### config.mk
export PLATFORM = sky130hd
export DESIGN_NAME = pause_dim_ctrl
export DESIGN_NICKNAME = d
export VERILOG_FILES = /design/src/rtl/pause_pkg.sv /design/src/rtl/rgb_dimmer.sv /design/src/rtl/pause_dim_ctrl.sv
export SDC_FILE = /design/constraint.sdc
export NUM_CORES = 1
export LEC_CHECK = 0
export CAP_MARGIN = 25
export CORE_MARGIN = 4
export CORE_UTILIZATION = 58
export CTS_BUF_LIST = sky130_fd_sc_hd__clkbuf_8
export CTS_CLUSTER_DIAMETER = 40
export DETAILED_ROUTE_END_ITERATION = 10
export DONT_BUFFER_PORTS = 1
export HOLD_SLACK_MARGIN = 0.1
export PLACE_DENSITY_LB_ADDON = 0.12
export SETUP_SLACK_MARGIN = 0.5
export SKIP_CTS_REPAIR_TIMING = 1
export SLEW_MARGIN = 10
export SYNTH_ARGS = -nofsm -noshare
export SYNTH_HDL_FRONTEND = slang
export SYNTH_SLANG_ARGS = --single-unit
### constraint.sdc
create_clock -name clk_sys -period 4.4 [get_ports clk_sys]
set_input_delay 0.88 -clock clk_sys [delete_from_list [all_inputs] [get_ports clk_sys]]
set_output_delay 0.88 -clock clk_sys [all_outputs]
set_load 0.01 [all_outputs]
### src/rtl/pause_pkg.sv
// Shared FSM state type and 48 MHz default timing for the pause/dim controller.
package pause_pkg;

    typedef enum logic [1:0] {
        IDLE,
        WAIT,
        STEP,
        HOLD
    } dim_state_e;

    localparam int unsigned CLK_SYS_HZ      = 48_000_000;
    localparam int unsigned DEF_DIM_CYCLES  = 10 * CLK_SYS_HZ;   // 10 s of user pause
    localparam int unsigned DEF_STEP_CYCLES = CLK_SYS_HZ / 2;    // 0.5 s per further step
    localparam int unsigned DEF_DIM_STEPS   = 2;

    function automatic int unsigned max_u(input int unsigned a, input int unsigned b);
        return (a > b) ? a : b;
    endfunction

endpackage

### src/rtl/rgb_dimmer.sv
// Pixel-enable registered RGB stage: each channel is logically right-shifted by the
// current dim level; blanking rides alongside unchanged.
module rgb_dimmer #(
    parameter int unsigned RW = 3,
    parameter int unsigned GW = 3,
    parameter int unsigned BW = 2,
    parameter int unsigned SW = 2
) (
    input  logic          clk_i,
    input  logic          rst_n_i,
    input  logic          ce_i,
    input  logic [SW-1:0] shift_i,
    input  logic [RW-1:0] r_i,
    input  logic [GW-1:0] g_i,
    input  logic [BW-1:0] b_i,
    input  logic          hbl_i,
    input  logic          vbl_i,
    output logic [RW-1:0] r_o,
    output logic [GW-1:0] g_o,
    output logic [BW-1:0] b_o,
    output logic          hbl_o,
    output logic          vbl_o
);

    logic [RW-1:0] r_q;
    logic [GW-1:0] g_q;
    logic [BW-1:0] b_q;
    logic          hbl_q;
    logic          vbl_q;

    // Blank pixels are shifted too; downstream masks them anyway.
    always_ff @(posedge clk_i) begin
        if (!rst_n_i) begin
            r_q   <= '0;
            g_q   <= '0;
            b_q   <= '0;
            hbl_q <= 1'b0;
            vbl_q <= 1'b0;
        end else if (ce_i) begin
            r_q   <= r_i >> shift_i;
            g_q   <= g_i >> shift_i;
            b_q   <= b_i >> shift_i;
            hbl_q <= hbl_i;
            vbl_q <= vbl_i;
        end
    end

    assign r_o   = r_q;
    assign g_o   = g_q;
    assign b_o   = b_q;
    assign hbl_o = hbl_q;
    assign vbl_o = vbl_q;

endmodule

### src/rtl/pause_dim_ctrl.sv
// Merges user, OSD and masked external pause sources into one registered pause and
// progressively dims the RGB stream after a long user pause.
//
//   state | meaning
//   IDLE  | not user-paused; counter and dim level at 0
//   WAIT  | user-paused, counting towards the first dim step
//   STEP  | counting towards the next dim step
//   HOLD  | maximum dim reached; counter frozen
module pause_dim_ctrl
    import pause_pkg::*;
#(
    parameter int unsigned RW          = 3,
    parameter int unsigned GW          = 3,
    parameter int unsigned BW          = 2,
    parameter int unsigned NSRC        = 2,
    parameter int unsigned DIM_CYCLES  = DEF_DIM_CYCLES,
    parameter int unsigned STEP_CYCLES = DEF_STEP_CYCLES,
    parameter int unsigned DIM_STEPS   = DEF_DIM_STEPS
) (
    input  logic                             clk_sys,
    input  logic                             reset_n,
    input  logic                             pause_btn,
    input  logic [NSRC-1:0]                  pause_req,
    input  logic [NSRC-1:0]                  req_mask,
    input  logic                             osd_open,
    input  logic                             osd_pause_en,
    input  logic                             ce_pix,
    input  logic [RW-1:0]                    r_in,
    input  logic [GW-1:0]                    g_in,
    input  logic [BW-1:0]                    b_in,
    input  logic                             hbl_in,
    input  logic                             vbl_in,
    output logic                             pause,
    output logic                             user_paused,
    output logic [$clog2(DIM_STEPS+1)-1:0]   dim_level,
    output logic [RW-1:0]                    r_out,
    output logic [GW-1:0]                    g_out,
    output logic [BW-1:0]                    b_out,
    output logic                             hbl_out,
    output logic                             vbl_out
);

    localparam int unsigned DLW     = $clog2(DIM_STEPS + 1);
    localparam int unsigned CNT_MAX = max_u(DIM_CYCLES, STEP_CYCLES);
    localparam int unsigned CW      = (CNT_MAX > 1) ? $clog2(CNT_MAX) : 1;

    localparam logic [CW-1:0]  DIM_TC  = CW'(DIM_CYCLES - 1);
    localparam logic [CW-1:0]  STEP_TC = CW'(STEP_CYCLES - 1);
    localparam logic [DLW-1:0] DIM_MAX = DLW'(DIM_STEPS);

    logic           btn_q;
    logic           arm_q;
    logic           btn_edge;
    logic           user_paused_q, user_paused_d;
    logic           pause_q, pause_d;
    dim_state_e     state_q, state_d;
    logic [CW-1:0]  cnt_q, cnt_d;
    logic [DLW-1:0] dim_q, dim_d;

    // arm_q blocks the first post-reset cycle so a button held through reset is not an edge.
    assign btn_edge      = pause_btn & ~btn_q & arm_q;
    assign user_paused_d = user_paused_q ^ btn_edge;
    assign pause_d       = user_paused_d | (|(pause_req & req_mask)) | (osd_open & osd_pause_en);

    always_ff @(posedge clk_sys) begin
        if (!reset_n) begin
            btn_q         <= 1'b0;
            arm_q         <= 1'b0;
            user_paused_q <= 1'b0;
            pause_q       <= 1'b0;
            state_q       <= IDLE;
            cnt_q         <= '0;
            dim_q         <= '0;
        end else begin
            btn_q         <= pause_btn;
            arm_q         <= 1'b1;
            user_paused_q <= user_paused_d;
            pause_q       <= pause_d;
            state_q       <= state_d;
            cnt_q         <= cnt_d;
            dim_q         <= dim_d;
        end
    end

    // Unpause overrides everything, including a terminal count in the same cycle.
    always_comb begin
        state_d = state_q;
        cnt_d   = cnt_q;
        dim_d   = dim_q;
        if (!user_paused_d) begin
            state_d = IDLE;
            cnt_d   = '0;
            dim_d   = '0;
        end else begin
            case (state_q)
                IDLE: begin
                    state_d = WAIT;
                    cnt_d   = '0;
                    dim_d   = '0;
                end
                WAIT: begin
                    if (cnt_q == DIM_TC) begin
                        dim_d   = DLW'(1);
                        cnt_d   = '0;
                        state_d = (DIM_STEPS == 1) ? HOLD : STEP;
                    end else begin
                        cnt_d = cnt_q + CW'(1);
                    end
                end
                STEP: begin
                    if (cnt_q == STEP_TC) begin
                        dim_d = dim_q + DLW'(1);
                        cnt_d = '0;
                        if (dim_d == DIM_MAX) begin
                            state_d = HOLD;
                        end
                    end else begin
                        cnt_d = cnt_q + CW'(1);
                    end
                end
                HOLD: begin
                    state_d = HOLD;
                end
                default: begin
                    state_d = IDLE;
                    cnt_d   = '0;
                    dim_d   = '0;
                end
            endcase
        end
    end

    assign pause       = pause_q;
    assign user_paused = user_paused_q;
    assign dim_level   = dim_q;

    rgb_dimmer #(
        .RW (RW),
        .GW (GW),
        .BW (BW),
        .SW (DLW)
    ) u_rgb_dimmer (
        .clk_i   (clk_sys),
        .rst_n_i (reset_n),
        .ce_i    (ce_pix),
        .shift_i (dim_q),
        .r_i     (r_in),
        .g_i     (g_in),
        .b_i     (b_in),
        .hbl_i   (hbl_in),
        .vbl_i   (vbl_in),
        .r_o     (r_out),
        .g_o     (g_out),
        .b_o     (b_out),
        .hbl_o   (hbl_out),
        .vbl_o   (vbl_out)
    );

endmodule
==> results.json, run 1 <==
{
  "cts_num_sinks": 47,
  "hold_viol": 0,
  "coreArea_um2": 4030,
  "layout_setup_ws_ns": 1.73,
  "synthArstFlopShare": 0,
  "setup.worst_path.class": "register to register",
  "ys_seq_area_frac": 0.385,
  "fin_crit_ns": 2.67,
  "dp_hpwl_mm": 3.53,
  "tns_ns": 0,
  "worstSetupEndpointType": "register",
  "worst_pin_slew_ns": 0.509,
  "syn_nets": 322,
  "grt_max_degree": 40,
  "cts_buffers": 5,
  "grt_util_all_layers": 0.194,
  "start_util": 0.607,
  "routabilityCongestion": 0.823,
  "drive_gt1_frac": 0.0514,
  "power.switching_w": 0.000161,
  "ff2ff_setup_slack_ns": 1.73,
  "grt_antenna_before_repair": 0,
  "netlist_area_um2": 2450,
  "grt_pass1_wl_mm": 8.28,
  "setup.worst_path.start_class": "register",
  "fillerInstances": 367,
  "p_leak_nw": 0.824,
  "num_vias": 2105,
  "synth_commonest_cells": "dfxtp_1, nand3_1, a21oi_1",
  "synth-seq-cells": 47,
  "r2r_end": "cnt_q[24]$_SDFFE_PN0N_",
  "hp-start": "cnt_q[22]$_SDFFE_PN0N_",
  "drtAntennaViolNets": 0,
  "whs_ns": 0.490,
  "rsz0062_at_grt": "no",
  "htreeDepth": 2,
  "fp-row-count": 23,
  "yosysMostFrequentCell": "dfxtp_1",
  "nets": 318,
  "area_growth_pct": 3.27,
  "dp_slack_ns": 1.60,
  "gr-total-overflow": 0,
  "critPathRequiredTime_ns": 4.56,
  "fin_util": 0.627,
  "synthFlopType": "dfxtp_1",
  "synth_top_area_frac": 0.385,
  "synth_edf_count": 0,
  "power.share.sequential": 0.618,
  "cap_violations": 0,
  "rr_worst_depth": 6,
  "min_period_over_period": 0.607,
  "ir_drop_mv": 0.143,
  "cts_tree": "built",
  "clock_skew_ns": 0.00851,
  "dr.first_iter.drc_count": 93,
  "power_frac_clock": 0.337,
  "cts.path.max_buffers": 2,
  "synth_cell_types": 50,
  "dr.pass1.iters": 4,
  "synthCells": 295,
  "io_buffers": 0,
  "fp.dieArea_um2": 5320,
  "drc": 0,
  "drv_slew": 0,
  "rr_startpoint": "cnt_q[14]$_SDFFE_PN0N_",
  "pwr-share-comb": 0.044,
  "hold_depth": 2,
  "hold_class": "register to register",
  "routed_wl_mm": 4.94,
  "p_int_w": 0.000555,
  "insertion_delay_ns": 0.30,
  "die_y_um": 72.9,
  "die_x_um": 72.9,
  "yosys_warnings": 0,
  "synthTopCellsByArea": "dfxtp_1, nand3_1, a21oi_1",
  "slew_headroom": 0.661,
  "ios": 34,
  "powerDensity_nw_per_um2": 284,
  "dpl_cell_area_um2": 2440,
  "hold_end": "cnt_q[22]$_SDFFE_PN0N_",
  "path_max_fanout": 15,
  "grt_pass1_vias": 1950,
  "final_cell_area_um2": 2530,
  "switching_share": 0.225,
  "n_antenna_cell": 0,
  "avgSynthCellArea_um2": 8.29,
  "crit_arrival_ns": 2.82,
  "yosysTopAreaCell": "dfxtp_1",
  "finalSetupViolations": 0,
  "vias_per_cell": 6.15,
  "outcome": "complete, no violations",
  "root_buffer": "clkbuf_8",
  "cts.clk_slew.worst_paths_ns": 0.08,
  "wl_per_cell_um": 14.5,
  "fmax_ghz": 0.375
}
power groups by stage:
stage,Clock (W),Combinational [W],Sequential [W]
after CTS,0.000250,0.0000321,0.000443
after floorplan,0,0.0000277,0.000452
after global placement,0,0.0000312,0.000453
after detailed placement,0,0.0000320,0.000453
final,0.000242,0.0000318,0.000443
after global routing,0.000265,0.0000360,0.000444
critical path, cell delays in order, from the launching register on:
cell and delay, ns:
dfxtp_1 0.38, or4b_1 0.54, or4_4 0.56, o31ai_4 0.30, a21o_1 0.49, o31a_1 0.22, a31oi_1 0.04
how the worst max path moves through the flow:
stage,start,endpoint
global placement,pause_btn,cnt_q[12]$_SDFFE_PN0N_
floorplan,pause_btn,cnt_q[24]$_SDFFE_PN0N_
detailed placement,pause_btn,cnt_q[12]$_SDFFE_PN0N_
finish,cnt_q[14]$_SDFFE_PN0N_,cnt_q[24]$_SDFFE_PN0N_
global route,cnt_q[14]$_SDFFE_PN0N_,cnt_q[28]$_SDFFE_PN0N_
CTS,cnt_q[14]$_SDFFE_PN0N_,cnt_q[24]$_SDFFE_PN0N_
cell usage in the layout (no fill, tap or decap), types with 2 or more instances in the layout:
| cell type | n |
|---|---|
| a211oi_1 | 2 |
| a21o_1 | 2 |
| a21oi_1 | 25 |
| a31oi_1 | 17 |
| and2_1 | 5 |
| and3_1 | 4 |
| and4_1 | 5 |
| buf_4 | 2 |
| clkbuf_8 | 5 |
| dfxtp_1 | 47 |
| ha_1 | 7 |
| inv_1 | 19 |
| mux2i_1 | 8 |
| nand2_1 | 24 |
| nand2b_1 | 6 |
| nand3_1 | 29 |
| nand3b_1 | 2 |
| nand4_1 | 10 |
| nor2_1 | 14 |
| nor3_1 | 6 |
| nor3b_1 | 2 |
| o21ai_0 | 10 |
| o21bai_1 | 2 |
| o22ai_1 | 3 |
| o31a_1 | 2 |
| o31ai_1 | 2 |
| o31ai_4 | 2 |
| or3_1 | 7 |
| xor2_1 | 3 |
metal layers:
metal  GRT usage  share of wire
met5           0              0
met4      0.0758          0.017
met3      0.0372          0.056
met2       0.344           0.47
met1       0.230           0.45
logic make-up after synthesis:
logic type | count (synthesis) | share of synthesized area
and+or+nand+nor | 125 | 0.280
AOI/OAI and AO/OA | 74 | 0.196
DFF | 47 | 0.385
buffers and inverters | 31 | 0.0598
muxes | 8 | 0.0327
adders and majority gates | 7 | 0.0358
xor gates and xnor gates | 3 | 0.0107
flip-flops by register name, summed over array words and instances, names as in the netlist:
name,flops
cnt_q,29
u_rgb_dimmer.g_o,3
u_rgb_dimmer.r_o,3
dim_level,2
state_q,2
u_rgb_dimmer.b_o,2
arm_q,1
btn_q,1
pause,1
u_rgb_dimmer.hbl_o,1
u_rgb_dimmer.vbl_o,1
user_paused,1
per-stage QoR:
step / std cells / power (W)
final: 342 / 0.000717
after global routing: 342 / 0.000745
after CTS: 342 / 0.000726
after detailed placement: 334 / 0.000486
after global placement: 334 / 0.000484
after floorplan: 295 / 0.000480
area by class of cell:
class                   instances  area, µm²  area share
multi-input cells             217       1360       0.538
flip-flops and latches         47        941       0.372
clock buffers                   5       68.8      0.0272
well taps                      50       62.6      0.0248
repair buffers                  2       15.0     0.00594
inverters                      18       67.6      0.0267
clock inverters                 3       12.5     0.00495
No activity file was read; power rests on OpenSTA's default activity.
==> inputs of run 2 (changes only) <==
- clock period: 4.4 -> 2.5 ns (I/O delays scaled with it)
==> run 2 against run 1 <==
First-iteration DRC count is 14% higher; global-route usage is 2.4 points higher; clock skew is 0.0039 ns lower; critical path type unchanged; count of clock-buffer cells in the layout stayed put; register-to-register slack worse by 1.6 ns; final cell count is 4.7% higher; via count is 6.9% higher.
==> results.json, run 2 (same netlist as run 1, synthesis figures left out) <==
{
  "fp-row-count": 23,
  "drv_slew": 0,
  "grt_util_all_layers": 0.218,
  "vias_per_cell": 6.29,
  "tns_ns": 0,
  "routabilityCongestion": 0.877,
  "cts_num_sinks": 47,
  "clock_skew_ns": 0.00460,
  "grt_pass1_wl_mm": 9.32,
  "setup.worst_path.class": "register to register",
  "cts_buffers": 5,
  "rr_startpoint": "cnt_q[11]$_SDFFE_PN0N_",
  "dr.first_iter.drc_count": 106,
  "rr_worst_depth": 8,
  "dr.pass1.iters": 4,
  "gr-total-overflow": 0,
  "p_leak_nw": 0.966,
  "powerDensity_nw_per_um2": 525,
  "total_power_w": 0.00151,
  "worst_pin_slew_ns": 0.523,
  "grt_antenna_before_repair": 0,
  "hold_end": "arm_q$_DFF_P_",
  "routed_wl_mm": 5.68,
  "largest_register_ffs": 29,
  "ir_drop_mv": 0.288,
  "coreArea_um2": 4030,
  "fp.dieArea_um2": 5320,
  "r2r_end": "cnt_q[20]$_SDFFE_PN0N_",
  "switching_share": 0.210,
  "crit_arrival_ns": 2.53,
  "insertion_delay_ns": 0.30,
  "power.switching_w": 0.000317,
  "dp_hpwl_mm": 3.90,
  "die_x_um": 72.9,
  "fillerInstances": 331,
  "fmax_ghz": 0.424,
  "finalSetupViolations": 0,
  "hold_viol": 0,
  "slew_headroom": 0.650,
  "io_buffers": 0,
  "register_area_um2": 946,
  "grt_max_degree": 18,
  "hold_class": "primary input to register",
  "drc": 0,
  "start_util": 0.607,
  "ios": 34,
  "hold_depth": 0,
  "mostFrequentLayoutCells": "dfxtp_1, nand2_1, nand3_1, a21oi_1, inv_1",
  "fin_crit_ns": 2.36,
  "cts.clk_slew.worst_paths_ns": 0.09,
  "worstSetupEndpointType": "register",
  "power.share.sequential": 0.515,
  "die_y_um": 72.9,
  "ff2ff_setup_slack_ns": 0.14,
  "p_int_w": 0.00119,
  "regMostFlops": "cnt_q",
  "cts.path.max_buffers": 2,
  "critPathRequiredTime_ns": 2.67,
  "path_max_fanout": 16,
  "multi_input_area_um2": 1480,
  "n_antenna_cell": 0,
  "root_buffer": "clkbuf_8",
  "setup.worst_path.start_class": "register",
  "hp-start": "reset_n",
  "htreeDepth": 2,
  "min_period_over_period": 0.943,
  "rsz0062_at_grt": "yes",
  "area_growth_pct": 17.6,
  "nets": 334,
  "grt_pass1_vias": 2124,
  "final_common_cell": "dfxtp_1",
  "num_vias": 2251,
  "cap_violations": 0,
  "outcome": "complete, no violations",
  "wl_per_cell_um": 15.9,
  "drtAntennaViolNets": 0,
  "drive_gt1_frac": 0.185,
  "power_frac_clock": 0.439,
  "pwr-share-comb": 0.046,
  "cts_tree": "built"
}
## run 2: cell count changes in the layout (fill, tap and decap cells not counted), moves of 4 or more
cell	delta
buf_6	+4
a21oi_2	+5
o21ai_0	-9
nand3_1	-6
a21oi_1	-6
buf_4	+8
nand3_2	+6
o21ai_1	+6
## run 2: metal layers
layer / part of all wire / GRT usage / vias to the layer above
met5: 0 / 0 / -
met1: 0.43 / 0.257 / 1048
met2: 0.47 / 0.383 / 75
li1: - / - / 1117
met4: 0.023 / 0.0779 / 0
met3: 0.070 / 0.0551 / 11
## run 2: worst max path at each step
stage,startpoint,to,slack [ns],cells after the start
after global placement,cnt_q[11]$_SDFFE_PN0N_,cnt_q[24]$_SDFFE_PN0N_,0.20,7
after global routing,cnt_q[11]$_SDFFE_PN0N_,dim_level[1]$_SDFFE_PN0P_,0.05,7
after floorplan,cnt_q[11]$_SDFFE_PN0N_,cnt_q[1]$_SDFFE_PN0N_,0.20,7
final,cnt_q[11]$_SDFFE_PN0N_,cnt_q[20]$_SDFFE_PN0N_,0.14,8
after detailed placement,cnt_q[11]$_SDFFE_PN0N_,cnt_q[24]$_SDFFE_PN0N_,0.15,7
after CTS,cnt_q[11]$_SDFFE_PN0N_,cnt_q[20]$_SDFFE_PN0N_,0.13,7
## run 2: per-stage QoR
step           setup WS, ns  area (µm²)  instances  hold slack, ns   util
2_1_floorplan         0.202        2500        295           0.450      -
3_3_place_gp          0.199        2580        343           0.468  0.641
3_5_place_dp          0.146        2580        343           0.482  0.641
4_1_cts               0.131        2720        351           0.213  0.675
5_1_grt              0.0471        2880        358           0.201  0.714
6_report              0.143        2880        358           0.218  0.714
## run 2: critical path, cell delays in order (launching register included)
cell,delay [ns]
dfxtp_4,0.35
or4b_1,0.51
or4_4,0.50
o31ai_4,0.27
buf_6,0.14
a21oi_4,0.07
buf_6,0.18
a31oi_1,0.15
a31oi_1,0.05
## run 2: power groups by stage
| stage | clock network (W) | registers, W | logic, W |
|---|---|---|---|
| after global routing | 0.000699 | 0.000781 | 0.0000788 |
| after detailed placement | 0 | 0.000798 | 0.0000594 |
| final | 0.000664 | 0.000779 | 0.0000688 |
| after CTS | 0.000666 | 0.000781 | 0.0000596 |
| after floorplan | 0 | 0.000795 | 0.0000498 |
| after global placement | 0 | 0.000798 | 0.0000581 |
## run 2: cell type report
class                   instances  share of cell area
multi-input cells             217               0.514
flip-flops and latches         47               0.329
repair buffers                 18              0.0643
clock buffers                   5              0.0239
clock inverters                 3              0.0235
inverters                      18              0.0235
well taps                      50              0.0217
==> inputs of run 3 (changes only) <==
- ABC_CLOCK_PERIOD_IN_PS: unset -> 2500
- CORE_UTILIZATION: 58 -> 45
==> run 3 against run 2 <==
Global-route usage is 4.6 points lower; clock skew is 0.0029 ns higher; largest power group unchanged; critical path type unchanged; non-clock buffer count is 5 higher.
==> results.json, run 3 (same netlist as run 1, synthesis figures left out) <==
{
  "fin_crit_ns": 2.45,
  "worstSetupEndpointType": "register",
  "path_max_fanout": 7,
  "die_y_um": 81.7,
  "ff2ff_setup_slack_ns": 0.05,
  "hold_viol": 0,
  "critPathRequiredTime_ns": 2.67,
  "setup.worst_path.class": "register to register",
  "cts.path.max_buffers": 2,
  "gr-total-overflow": 0,
  "coreArea_um2": 5170,
  "multi_input_area_um2": 1440,
  "vias_per_cell": 5.62,
  "drive_gt1_frac": 0.176,
  "fillerInstances": 489,
  "powerDensity_nw_per_um2": 489,
  "min_period_over_period": 0.980,
  "fp-row-count": 26,
  "cts.clk_slew.worst_paths_ns": 0.09,
  "fin_cells": 383,
  "rr_startpoint": "cnt_q[14]$_SDFFE_PN0N_",
  "r2r_end": "cnt_q[12]$_SDFFE_PN0N_",
  "n_antenna_cell": 0,
  "dp_cells": 366,
  "cts_buffers": 5,
  "register_area_um2": 946,
  "start_util": 0.473,
  "hold_class": "primary input to register",
  "hold_end": "arm_q$_DFF_P_",
  "drv_slew": 0,
  "routabilityCongestion": 0.883,
  "ir_drop_mv": 0.458,
  "grt_max_degree": 17,
  "fmax_ghz": 0.408,
  "ios": 34,
  "io_buffers": 0,
  "wl_per_cell_um": 14.6,
  "htreeDepth": 2,
  "dr.pass1.iters": 4,
  "die_x_um": 81.7,
  "cap_violations": 0,
  "area_growth_pct": 16.5,
  "outcome": "complete, no violations",
  "slew_headroom": 0.506,
  "setup.worst_path.start_class": "register",
  "fp.dieArea_um2": 6680,
  "drtAntennaViolNets": 0,
  "rsz0062_at_grt": "yes",
  "routed_wl_mm": 5.59,
  "drc": 0,
  "nets": 339,
  "worst_pin_slew_ns": 0.738,
  "rr_worst_depth": 8,
  "crit_arrival_ns": 2.62,
  "final_common_cell": "dfxtp_1",
  "cts_tree": "built",
  "dr.first_iter.drc_count": 127,
  "dpl_cell_area_um2": 2630,
  "insertion_delay_ns": 0.30,
  "num_vias": 2154,
  "largest_register_ffs": 29,
  "dp_hpwl_mm": 3.96,
  "regMostFlops": "cnt_q",
  "p_leak_nw": 0.963,
  "clock_skew_ns": 0.00754,
  "hp-start": "reset_n",
  "grt_pass1_wl_mm": 8.83,
  "mostFrequentLayoutCells": "dfxtp_1, nand2_1, nand3_1, a21oi_1, buf_4",
  "cts_num_sinks": 47,
  "final_cell_area_um2": 2850,
  "grt_util_all_layers": 0.172,
  "grt_pass1_vias": 1916,
  "root_buffer": "clkbuf_8",
  "finalSetupViolations": 0,
  "hold_depth": 0,
  "grt_antenna_before_repair": 0,
  "crit_path_start": "cnt_q[14]$_SDFFE_PN0N_"
}
[run 3: where the power goes]
part	total, W	switching, W	leakage, nW	internal, W
logic	0.0000616	0.0000339	0.522	0.0000276
clock network	0.000553	0.000256	0.0581	0.000298
registers	0.000779	0.0000160	0.383	0.000763
total	0.00139	0.000305	0.963	0.00109
[run 3: layout make-up]
class,count,area share
Inverter,18,0.0237
Timing Repair Buffer,23,0.0702
Clock buffer,5,0.0241
Tap cell,70,0.0307
Multi-Input combinational cell,217,0.504
Clock inverter,3,0.0154
Sequential cell,47,0.332
[run 3: worst max-delay path, stage by stage (launching register included)]
cell and delay (ns):
dfxtp_2 0.33, or4b_4 0.53, or4_4 0.49, o31ai_4 0.37, a21oi_4 0.17, buf_6 0.17, buf_6 0.11, a21oi_2 0.12
a31oi_1 0.05
[run 3: per-layer routing]
metal  wire length, µm  GRT usage  vias up
li1                  -          -     1117
met4                34     0.0449        0
met3               328     0.0482        2
met2              2700      0.288       49
met1              2530      0.217      986
met5                 0          0        -
[run 3: worst max path at each step]
stage                             end  slack [ns]  depth (start not counted)
3_5_place_dp    cnt_q[1]$_SDFFE_PN0N_        0.02                          6
5_1_grt        cnt_q[12]$_SDFFE_PN0N_      -0.007                          8
2_1_floorplan   cnt_q[1]$_SDFFE_PN0N_        0.20                          7
6_report       cnt_q[12]$_SDFFE_PN0N_        0.05                          8
3_3_place_gp    cnt_q[1]$_SDFFE_PN0N_        0.10                          6
4_1_cts         cnt_q[1]$_SDFFE_PN0N_       0.007                          6
[run 3: through the flow]
stage | setup WS (ns) | power, W | TNS [ns] | util | hold WS [ns]
floorplan | 0.202 | 0.000845 | 0 | - | 0.450
global placement | 0.102 | 0.000857 | 0 | 0.508 | 0.472
detailed placement | 0.0244 | 0.000859 | 0 | 0.508 | 0.482
CTS | 0.00653 | 0.00142 | 0 | 0.530 | 0.200
global route | -0.00668 | 0.00147 | -0.00668 | 0.551 | 0.184
finish | 0.0489 | 0.00139 | 0 | 0.551 | 0.219
